==> config.mk <==
export PLATFORM = sky130hd
export DESIGN_NAME = alu_op_scheduler
export DESIGN_NICKNAME = d
export VERILOG_FILES = /design/src/rtl/alu_sched_pkg.sv /design/src/rtl/alu_op_scheduler_rr_arbiter.sv /design/src/rtl/alu_op_scheduler.sv
export SDC_FILE = /design/constraint.sdc
export NUM_CORES = 1
export LEC_CHECK = 0
export BUFFER_PORTS_ARGS = -buffer_cell sky130_fd_sc_hd__buf_4
export CELL_PAD_IN_SITES_DETAIL_PLACEMENT = 1
export CELL_PAD_IN_SITES_GLOBAL_PLACEMENT = 2
export CORE_ASPECT_RATIO = 1.1
export CORE_MARGIN = 2
export CORE_UTILIZATION = 25
export CTS_CLUSTER_DIAMETER = 50
export CTS_CLUSTER_SIZE = 24
export DETAILED_ROUTE_END_ITERATION = 8
export GPL_ROUTABILITY_DRIVEN = 0
export PLACE_DENSITY = 0.93
export SKIP_LAST_GASP = 1
export SYNTH_ARGS = -nofsm -noshare
export SYNTH_HDL_FRONTEND = slang
export SYNTH_SLANG_ARGS = --single-unit
==> constraint.sdc <==
create_clock -name clk_i -period 5.55 [get_ports clk_i]
set_input_delay 1.11 -clock clk_i [delete_from_list [all_inputs] [get_ports clk_i]]
set_output_delay 1.11 -clock clk_i [all_outputs]
set_load 0.02 [all_outputs]
==> src/rtl/alu_sched_pkg.sv <==
// +-----------------------------------------------------------------------------+
// | alu_sched_pkg: opcode and FSM state types for alu_op_scheduler.             |
// | Revision: 1.0                                                               |
// +-----------------------------------------------------------------------------+
`default_nettype none

package alu_sched_pkg;

  typedef enum logic [1:0] {
    OP_INV = 2'b00,
    OP_ADD = 2'b01,
    OP_MUL = 2'b10,
    OP_DIV = 2'b11
  } op_e;

  typedef enum logic [1:0] {
    IDLE  = 2'b00,
    ISSUE = 2'b01,
    WAIT  = 2'b10,
    RESP  = 2'b11
  } state_e;

endpackage

`default_nettype wire

==> src/rtl/alu_op_scheduler_rr_arbiter.sv <==
// +-----------------------------------------------------------------------------+
// | rr_arbiter: combinational round-robin pick, searching from last+1 upward.   |
// | Revision: 1.0                                                               |
// +-----------------------------------------------------------------------------+
`default_nettype none

module rr_arbiter #(
  parameter int NUM_REQ = 2,
  parameter int ID_W    = $clog2(NUM_REQ)
) (
  input  logic [NUM_REQ-1:0] req,
  input  logic [ID_W-1:0]    last,
  output logic [NUM_REQ-1:0] grant,
  output logic [ID_W-1:0]    id,
  output logic               any
);

  logic [ID_W-1:0] w_idx;

  always_comb begin
    grant = '0;
    id    = '0;
    any   = 1'b0;
    w_idx = '0;
    for (int off = 1; off <= NUM_REQ; off++) begin
      w_idx = ID_W'((int'(last) + off) % NUM_REQ);
      if (!any && req[w_idx]) begin
        any          = 1'b1;
        grant[w_idx] = 1'b1;
        id           = w_idx;
      end
    end
  end

endmodule

`default_nettype wire

==> src/rtl/alu_op_scheduler.sv <==
// +-----------------------------------------------------------------------------+
// | alu_op_scheduler: round-robin sharing of one multiplier and one divider     |
// | among NUM_REQ requesters, one operation in flight.  Revision: 1.0           |
// +-----------------------------------------------------------------------------+
`default_nettype none

module alu_op_scheduler
  import alu_sched_pkg::*;
#(
  parameter int NUM_REQ = 2,
  parameter int WIDTH   = 32,
  parameter int ID_W    = $clog2(NUM_REQ)
) (
  input  logic                     clk_i,
  input  logic                     reset_i,
  input  logic [NUM_REQ-1:0]       req_valid_i,
  output logic [NUM_REQ-1:0]       req_ready_o,
  input  logic [2*NUM_REQ-1:0]     req_op_i,
  input  logic [WIDTH*NUM_REQ-1:0] req_a_i,
  input  logic [WIDTH*NUM_REQ-1:0] req_b_i,
  output logic                     mul_v_o,
  input  logic                     mul_ready_and_i,
  output logic [WIDTH-1:0]         mul_opa_o,
  output logic [WIDTH-1:0]         mul_opb_o,
  input  logic                     mul_v_i,
  input  logic [WIDTH-1:0]         mul_result_i,
  output logic                     mul_yumi_o,
  output logic                     div_v_o,
  input  logic                     div_ready_and_i,
  output logic [WIDTH-1:0]         div_dividend_o,
  output logic [WIDTH-1:0]         div_divisor_o,
  input  logic                     div_v_i,
  input  logic [WIDTH-1:0]         div_quotient_i,
  output logic                     div_yumi_o,
  output logic                     rsp_valid_o,
  input  logic                     rsp_ready_i,
  output logic [ID_W-1:0]          rsp_id_o,
  output logic [WIDTH-1:0]         rsp_data_o,
  output logic                     rsp_err_o
);

  state_e            r_state;
  op_e               r_op;
  logic [WIDTH-1:0]  r_a;
  logic [WIDTH-1:0]  r_b;
  logic [ID_W-1:0]   r_id;
  logic [ID_W-1:0]   r_last;
  logic [WIDTH-1:0]  r_data;
  logic              r_err;

  logic [NUM_REQ-1:0] w_grant;
  logic [ID_W-1:0]    w_id;
  logic               w_any;
  logic               w_accept;
  logic               w_issue_hs;
  op_e                w_sel_op;
  logic [WIDTH-1:0]   w_sel_a;
  logic [WIDTH-1:0]   w_sel_b;

  rr_arbiter #(
    .NUM_REQ (NUM_REQ),
    .ID_W    (ID_W)
  ) u_arb (
    .req   (req_valid_i),
    .last  (r_last),
    .grant (w_grant),
    .id    (w_id),
    .any   (w_any)
  );

  assign w_sel_op = op_e'(req_op_i[2*w_id +: 2]);
  assign w_sel_a  = req_a_i[WIDTH*w_id +: WIDTH];
  assign w_sel_b  = req_b_i[WIDTH*w_id +: WIDTH];

  // The arbiter only grants valid requesters, so a grant in IDLE is an accept.
  assign w_accept    = (r_state == IDLE) && w_any;
  assign req_ready_o = (r_state == IDLE) ? w_grant : '0;

  assign mul_v_o        = (r_state == ISSUE) && (r_op == OP_MUL);
  assign div_v_o        = (r_state == ISSUE) && (r_op == OP_DIV);
  assign mul_opa_o      = r_a;
  assign mul_opb_o      = r_b;
  assign div_dividend_o = r_a;
  assign div_divisor_o  = r_b;
  assign w_issue_hs     = (mul_v_o && mul_ready_and_i) || (div_v_o && div_ready_and_i);

  assign mul_yumi_o = (r_state == WAIT) && (r_op == OP_MUL) && mul_v_i;
  assign div_yumi_o = (r_state == WAIT) && (r_op == OP_DIV) && div_v_i;

  assign rsp_valid_o = (r_state == RESP);
  assign rsp_id_o    = r_id;
  assign rsp_data_o  = r_data;
  assign rsp_err_o   = r_err;

  always_ff @(posedge clk_i) begin
    if (reset_i) begin
      r_state <= IDLE;
      r_op    <= OP_INV;
      r_a     <= '0;
      r_b     <= '0;
      r_id    <= '0;
      r_last  <= ID_W'(NUM_REQ - 1);
      r_data  <= '0;
      r_err   <= 1'b0;
    end else begin
      case (r_state)
        IDLE: begin
          if (w_accept) begin
            r_id <= w_id;
            r_op <= w_sel_op;
            r_a  <= w_sel_a;
            r_b  <= w_sel_b;
            case (w_sel_op)
              OP_ADD: begin
                r_data  <= w_sel_a + w_sel_b;
                r_err   <= 1'b0;
                r_state <= RESP;
              end
              OP_MUL: r_state <= ISSUE;
              OP_DIV: begin
                // Divide by zero is answered locally, never dispatched.
                if (w_sel_b == '0) begin
                  r_data  <= '1;
                  r_err   <= 1'b1;
                  r_state <= RESP;
                end else begin
                  r_state <= ISSUE;
                end
              end
              default: begin
                r_data  <= '0;
                r_err   <= 1'b1;
                r_state <= RESP;
              end
            endcase
          end
        end
        ISSUE: begin
          if (w_issue_hs) r_state <= WAIT;
        end
        WAIT: begin
          if (mul_yumi_o || div_yumi_o) begin
            r_data  <= (r_op == OP_MUL) ? mul_result_i : div_quotient_i;
            r_err   <= 1'b0;
            r_state <= RESP;
          end
        end
        RESP: begin
          if (rsp_ready_i) begin
            r_last  <= r_id;
            r_state <= IDLE;
          end
        end
        default: r_state <= IDLE;
      endcase
    end
  end

endmodule

`default_nettype wire

==> key figures <==
Outcome
  • Outcome: finished clean

Drt
  • Via count: 9027
  • Iter 0 DRT Violations: about 340
  • TritonRoute pass-1 iters: 4
  • Via density per instance: 4.922
  • Total routed wirelength: 36750 um
  • Drt drc: 0
  • Routed WL per cell: between 20 and 25 um
  • Post-DRT Antenna Nets: 0

Logic synthesis
  • Mapped Area: just over 0.008 mm2
  • Main synth FF type: dfxtp_1
  • Number of flops mapped to enable cells by yosys: 0
  • Post-synth net total: 1384
  • Asr flop ratio synth: 0%
  • Synth area leaders: dfxtp_1 26%, nand2_1 11%, nor2_1 8.8%
  • Synth area leader: dfxtp_1
  • Syn Inst Count: approximately 1100
  • Seq/Total Area, Yosys: about a quarter
  • #FFs+latches synth: about 100
  • Syn avg cell area: ~7.0 um2
  • Ys Warns: 0
  • Post-synth cell types: 70
  • Yosys top cell area share: around a quarter

Clocking
  • Clk buf depth: 2
  • Post-CTS Hold Buffers: 0
  • Htree depth: 3
  • CTS tree: done
  • Root buffer cell: clkbuf_16
  • Clock Latency Late Sink: roughly 0.37 ns
  • Clock Sink Count: approximately 100
  • Post-cts resize count: 0
  • Setup bufs post-CTS: 0
  • TritonCTS Buffers: 9
  • Clock-pin slew on the worst setup and hold paths: 0.08 ns

Power and ir drop
  • Leakage: between 5 and 6 nW
  • PD cells: 465.8 mW/mm2
  • VDD IR max: 203.1 uV

Setup path
  • Worst EP arrival: about 4.9 ns
  • Worst setup SP type: input port
  • CP Capture Type: flop
  • WP data required: a little under 6 ns
  • Worst-path fanout max: 35
  • Slowest Stage Delay on Critical Path: ~0.62 ns
  • Worst-path cell chain: buf_4 -> a21boi_4 -> buf_4 -> nand2_1 -> nand2_1 -> ha_1 -> a21o_1 -> a31oi_1 -> o21ai_0 -> a21o_1 -> a311oi_1 -> o31ai_1 -> xnor2_1 -> a311oi_1
  • Slowest stage cell on the critical path: a21boi_4
  • WS Path Type: in -> reg

Final layout
  • Area Overhead vs Synth: 38.12%
  • Final antenna diode count: 0
  • Area occupied by multi-input gates: 0.005254 mm2
  • Most frequent cells in the layout: 384 x buf_4, 243 x nand2_1, 188 x nor2_1
  • Final Cell Area: approximately 0.011 mm2
  • Fill cell count: 3920
  • Reg area: 0.002062 mm2
  • Layout Nets: around 1600
  • Most common cell after layout, fill and taps aside: buf_4
  • Layout cells sized above 1: roughly a third

Placement
  • DP HPWL: a little under 30000 um
  • Setup WS pre-CTS: 0.6340 ns
  • Quantity of I/O buffers inserted on ports: approximately 370
  • Placed Instance Area: between 0.01 and 0.015 mm2

Global route
  • Largest net degree at the start of global routing: 61
  • Vias in the first global route: 9076
  • GRT Resource Usage Total: a little over a fifth
  • Grt total ovfl: 0
  • Initial antenna violation count: 0
  • First-pass GRT wire length: ~54000 um

Die
  • Io pins: 374
  • Die area: 0.03368 mm2
  • Die height: 192.3 um
  • Die width: roughly 180 um
  • Number of core rows: around 70
  • Core region area: about 0.032 mm2
  • Starting density of the core: 25.52%

Timing
  • RSZ-0062 raised after global routing: no
  • Tcrit/Tclk final: between 80 and 90%
  • Setup TNS: 0 ns
  • Final setup fails: 0
  • Worst-Margin Slew: roughly 1.2 ns
  • Clk_skew: approximately 0.011 ns
  • Fmax: 215.9 MHz
  • Rel. slew slack: 21.98%
  • Hold WS: between 0.5 and 0.6 ns
  • Slew Viols, Final: 0
  • Worst setup margin: about 0.92 ns
  • Post-layout min period: approximately 4.6 ns
  • Fin. Hold Viols: 0

Worst hold path
  • Worst Hold Class: reg -> reg

Job
  • MaxCap Viol Count: 0
-- layer usage --
layer	global-route usage, %	share of wire [%]
met2	34.77	46
met5	0	0
met3	3.684	5.5
met1	28.73	47
met4	4.263	1.2
-- worst max-delay path: cells and delay by family --
| family | cells | cell delay (ns) |
|---|---|---|
| AO/OA/AOI/OAI | 8 | 2.49 |
| XOR/XNOR | 1 | 0.16 |
| adder cells (fa/ha/maj) | 1 | 0.28 |
| buffers and inverters | 2 | 0.62 |
| AND/OR/NAND/NOR | 2 | 0.21 |
-- state kept, by name (all words and copies together) (netlist names) --
signal          flops
div_dividend_o     32
r_state             2
div_divisor_o      32
rsp_data_o         32
r_last              1
rsp_err_o           1
rsp_id_o            1
r_op                2
-- logic make-up after synthesis --
kind of cell             count (synthesis)  synth area share [%]
buffers and inverters                  141                 9.755
adder cells (fa/ha/maj)                 37                 5.685
XOR/XNOR                                46                 5.002
multiplexers                            44                 6.089
AO/OA/AOI/OAI                          194                 17.52
AND/OR/NAND/NOR                        579                 30.35
flip-flops                             103                 25.60
-- per-stage QoR --
stage / total power, W / util, % / instances
floorplan: 0.003316 / - / 1144
global placement: 0.004374 / 34.16 / 1818
detailed placement: 0.004438 / 34.16 / 1818
CTS: 0.005232 / 35.25 / 1834
global route: 0.005544 / 35.25 / 1834
finish: 0.005182 / 35.25 / 1834
-- path summary, 6_finish.rpt --
path	cells after the start	slack (ns)	from	to
worst max-delay path	14	0.92	req_valid_i[0]	rsp_data_o[31]
worst min-delay path	2	0.51	rsp_data_o[2]	rsp_data_o[2]
worst max register to register	13	1.41	r_last	rsp_data_o[31]
worst min register to register	2	0.51	rsp_data_o[2]	rsp_data_o[2]
-- power breakdown --
| group | leakage [nW] | switching [W] | total, W | internal [W] |
|---|---|---|---|---|
| Sequential | 0.854 | 0.000238 | 0.00125 | 0.00101 |
| Clock | 0.164 | 0.000333 | 0.000779 | 0.000446 |
| Combinational | 4.24 | 0.00191 | 0.00315 | 0.00124 |
-- area by class of cell --
cell class              instances  share of cell area (%)
flip-flops and latches        103                   18.53
well taps                     420                   4.723
clock buffers                  10                   2.058
repair buffers                385                   26.09
clock inverters                 6                   1.035
multi-input cells             900                   47.22
inverters                      10                  0.3374
-- Yosys cell counts (8+ instances only) --
master	count
a211oi_1	16
a21o_1	21
a21oi_1	43
a311oi_1	23
buf_4	64
clkbuf_1	56
dfxtp_1	103
ha_1	35
inv_1	10
mux2_2	33
mux2i_1	9
nand2_1	243
nand3_1	17
nor2_1	188
nor3_1	73
nor4_1	18
o21ai_0	28
o21ai_1	8
xnor2_1	38
xor2_1	8
No activity file was read; power rests on OpenSTA's default activity.
